`src/rtl/banco_registros.sv`:
```
// banco_registros: MIPS general-purpose register file.
// 32 x 32-bit entries, two combinational read ports, one synchronous write port.
// Entry 0 always reads zero. A write can be forwarded to a read port in the same cycle.
module banco_registros #(
    parameter int DATA_WIDTH = 32,
    parameter int ADDR_WIDTH = 5,
    parameter int NUM_REGS   = 32
) (
    input  logic                  clk,
    input  logic                  rst,
    input  logic [DATA_WIDTH-1:0] wrData,
    input  logic [ADDR_WIDTH-1:0] rAddr1,
    input  logic [ADDR_WIDTH-1:0] rAddr2,
    input  logic [ADDR_WIDTH-1:0] wAddr,
    input  logic                  regWriteFlag,
    output logic [DATA_WIDTH-1:0] data1,
    output logic [DATA_WIDTH-1:0] data2
);

    // Storage; testbenches may reach this array hierarchically, so the name and range are fixed.
    logic [DATA_WIDTH-1:0] registerBank [0:NUM_REGS-1];

    // A write to entry 0 is dropped, so entry 0 stays zero in the array too.
    logic writeEn;
    assign writeEn = regWriteFlag && (wAddr != '0);

    // Async reset wipes all entries; otherwise write-back lands on the rising edge.
    always_ff @(posedge clk or posedge rst) begin
        if (rst) begin
            for (int i = 0; i < NUM_REGS; i++) begin
                registerBank[i] <= '0;
            end
        end else if (writeEn) begin
            registerBank[wAddr] <= wrData;
        end
    end

    // Read port 1: reset and address 0 force zero; a matching write is forwarded.
    always_comb begin
        data1 = '0;
        if (!rst && (rAddr1 != '0)) begin
            if (writeEn && (wAddr == rAddr1)) begin
                data1 = wrData;
            end else begin
                data1 = registerBank[rAddr1];
            end
        end
    end

    // Read port 2: same rules as port 1, evaluated independently.
    always_comb begin
        data2 = '0;
        if (!rst && (rAddr2 != '0)) begin
            if (writeEn && (wAddr == rAddr2)) begin
                data2 = wrData;
            end else begin
                data2 = registerBank[rAddr2];
            end
        end
    end

endmodule

```
`config.mk`:
```
export PLATFORM = sky130hd
export DESIGN_NAME = banco_registros
export DESIGN_NICKNAME = d
export VERILOG_FILES = /design/src/rtl/banco_registros.sv
export SDC_FILE = /design/constraint.sdc
export NUM_CORES = 2
export LEC_CHECK = 0
export CORE_MARGIN = 5
export CORE_UTILIZATION = 65
export CTS_CLUSTER_DIAMETER = 50
export DETAILED_ROUTE_END_ITERATION = 12
export PLACE_DENSITY = 0.88
export SLEW_MARGIN = 40
export SYNTH_ARGS = -nofsm -noshare
export SYNTH_HDL_FRONTEND = slang
export SYNTH_SLANG_ARGS = --single-unit
export TNS_END_PERCENT = 5
```
`constraint.sdc`:
```
create_clock -name clk -period 75.3 [get_ports clk]
set_input_delay 18.825 -clock clk [delete_from_list [all_inputs] [get_ports clk]]
set_output_delay 18.825 -clock clk [all_outputs]
set_load 0.1 [all_outputs]
```
==> impl_metrics.csv <==
group,metric,value,unit
synthesis,synthAdderAreaFrac,0,%
layout,reg_top3,"registerBank x1024",
layout,layout.nets,3747,
timing,setup-tns-final,0,ns
drt,drt_first_pass_iters,6,
timing,holdWs,0.395,ns
synthesis,yosys_warnings,0,
clocking,clk_path_buf_depth,3,
floorplanning,placeableCoreArea,84900,um^2
grt,grtUsageTotal,35.8,%
critical_path,crit_type,"input pin to output port",
clocking,cts_buffers,113,
floorplanning,die_x,302,um
timing,finalSetupViolations,0,
timing,fin_ws,33.52,ns
clocking,post_cts_buffers,0,
synthesis,synth_edf_count,0,
floorplanning,rows,107,
synthesis,synth_xor_xnor_area_share,0.158,%
critical_path,cpLargestDelayFamily,"buffers and inverters",
critical_path,crit_cells,10,
place,gp_congestion,0.828,
layout,largest_reg_flops,1024,
synthesis,synth_top_area_share,46.2,%
synthesis,synthSimpleGateAreaFrac,1.30,%
timing,finalHoldViolations,0,
power,power.leakage,27.0,nW
timing,max_freq,23.9,MHz
clocking,hold_buffers,0,
timing,slew_headroom,32.9,%
synthesis,synth_top_family_by_area,"multiplexers",
clocking,path_clk_slew,0.06,ns
timing,period_needed,41.79,ns
drt,wl_per_cell,33.0,um
synthesis,syn-num-nets,3875,
floorplanning,die_area,91200,um^2
clocking,clk_latency,0.68,ns
place,post-place-ws,33.65,ns
grt,grt_pass1_vias,39700,
critical_path,worstPathMaxFanout,74,
layout,syn_to_final_growth,9.60,%
synthesis,synth_cell_types,40,
worst_hold_path,hp-start,"registerBank[995]",
synthesis,synth_area,55400,um^2
timing,finalMaxSlewViolations,0,
synthesis,synth_compound_area_share,7.22,%
layout,drive_gt1_share,47.3,%
synthesis,synthCells,3825,
clocking,cts-root-buf,"clkbuf_16",
critical_path,cp-end-kind,"output port",
critical_path,rrSetupSlack,74.45,ns
timing,worstMarginPinSlew,1.01,ns
critical_path,worst-path-buf-inv,5,
critical_path,crit_path_start_kind,"input pin",
critical_path,required,56.48,ns
synthesis,synth.area.top_cells,"dfrtp_1 46%, mux2_2 20%, mux4_2 16%",
run,maxCapViolCount,0,
critical_path,arrival,22.96,ns
critical_path,crit_chain,"buf_8 -> buf_4 -> nor2_4 -> buf_4 -> a21oi_1 -> nand2_1 -> nor3_2 -> buf_4 -> a211o_1 -> buf_2",
grt,grt_max_degree,156,
drt,vias,37800,
layout,n_fill_cell,5142,
synthesis,syn_avg_cell_area,14.5,um^2
critical_path,timing.rr.start,"registerBank[225]",
critical_path,slowest_stage,"buf_4",
grt,overflow,0,
place,port_buffers,113,
clocking,cts_tree,"yes",
place,post-dp-hpwl,87.9,mm
drt,ant_nets,0,
critical_path,slowest_delay,0.63,ns
worst_hold_path,holdPathEnd,"registerBank[995]",
drt,drtIter0Drc,4481,
clocking,cts.sinks,1024,
synthesis,seq_area_frac_synth,46.2,%
run_status,status,"finished, final reports clean",
synthesis,async_flop_share,100,%
drt,drc,0,
layout,final_common_cell,"dfrtp_1",
layout,mostFrequentLayoutCells,"1,024 x dfrtp_1, 984 x mux2_2, 384 x mux4_2",
clocking,post_cts_resize_count,0,
synthesis,muxShareOfSynthArea,41.5,%
grt,antenna_found_initial,7,
worst_hold_path,worstHoldPathType,"flop to flop",
synthesis,synth-seq-cells,1024,
drt,wl,163,mm
power,power,1.67,mW
floorplanning,start_util,65.3,%
critical_path,reg2reg_depth,1,
clocking,cts_max_level,3,
grt,grt_pass1_wl,248,mm
worst_hold_path,hold_depth,0,
power,peakVddDrop,0.0201,mV
critical_path,crit_path_frequent_cell,"buf_4",
critical_path,reg2reg_to,"registerBank[225]",
synthesis,synthFlopType,"dfrtp_1",
timing,finalCritPeriodShare,55.5,%
layout,largest_register,"registerBank",
floorplanning,io_pins,114,
power,powerDensity,27.5,nW/um^2
floorplanning,die_h,302,um
synthesis,synth_top_area_cell,"dfrtp_1",
timing,rsz0062_at_grt,"false",
timing,fin_skew,0,ns
drt,vias_per_cell,7.65,
## Yosys cell counts, types with 3 or more instances
cell	instances
buf_2	133
a21oi_1	65
nand3_1	4
a211o_1	64
nand3b_1	3
clkbuf_1	236
mux2i_1	320
a22oi_1	64
a211oi_1	128
nor2b_1	66
a221oi_1	128
mux4_2	384
nor3_1	5
buf_4	23
buf_6	3
mux2_2	984
nand4_1	3
nor2_1	14
dfrtp_1	1024
nand2_1	17
mux2_1	8
o21bai_1	64
xnor2_1	10
buf_1	49
inv_1	6
## report_power, final
group / internal, mW / switching [mW] / total (mW) / leakage, nW
Sequential: 0.654 / 0.0828 / 0.737 / 13.2
Clock: 0.351 / 0.240 / 0.591 / 1.95
Combinational: 0.185 / 0.160 / 0.344 / 11.9
Total: 1.19 / 0.482 / 1.67 / 27.0
## how the worst max path moves through the flow
| stage | from | endpoint | slack, ns |
|---|---|---|---|
| global route | rAddr1[1] | data1[24] | 33.49 |
| detailed placement | rAddr2[0] | data2[27] | 33.65 |
| floorplan | rst | data2[10] | 12.01 |
| finish | rAddr1[1] | data1[24] | 33.52 |
| global placement | rAddr1[0] | data1[27] | 32.73 |
| CTS | rAddr2[0] | data2[27] | 33.64 |
## cells by family after synthesis
family,Yosys count
multiplexers,1696
AO/OA/AOI/OAI,520
XOR/XNOR,10
buffers and inverters,451
AND/OR/NAND/NOR,124
flip-flops,1024
## final cells by class
cell class / count / area, um^2 / area share, %
Clock inverter: 52 / 722 / 1.19
Sequential cell: 1024 / 25600 / 42.2
Timing Repair Buffer: 202 / 1590 / 2.62
Inverter: 6 / 40.0 / 0.0659
Clock buffer: 160 / 3300 / 5.42
Tap cell: 1144 / 1430 / 2.36
Antenna cell: 6 / 15.0 / 0.0247
Multi-Input combinational cell: 2350 / 28000 / 46.1
## layer usage
metal / vias up / wire length [um] / track usage [%] / share of wire [%]
met5: - / 118 / 0.794 / 0.072
met4: 6 / 9470 / 19.5 / 5.8
met3: 687 / 18900 / 10.9 / 12
met2: 2661 / 75600 / 54.4 / 46
met1: 19800 / 59000 / 47.0 / 36
li1: 14600 / - / - / -
## per-stage QoR
stage / instances / utilization, % / cell area (um^2)
6_report: 4944 / 71.6 / 60800
5_1_grt: 4939 / 71.6 / 60700
4_1_cts: 4936 / 71.4 / 60600
3_5_place_dp: 4724 / 66.7 / 56600
3_3_place_gp: 4717 / 67.0 / 56900
2_1_floorplan: 3825 / - / 55400
(Power assumes the default switching activity.)
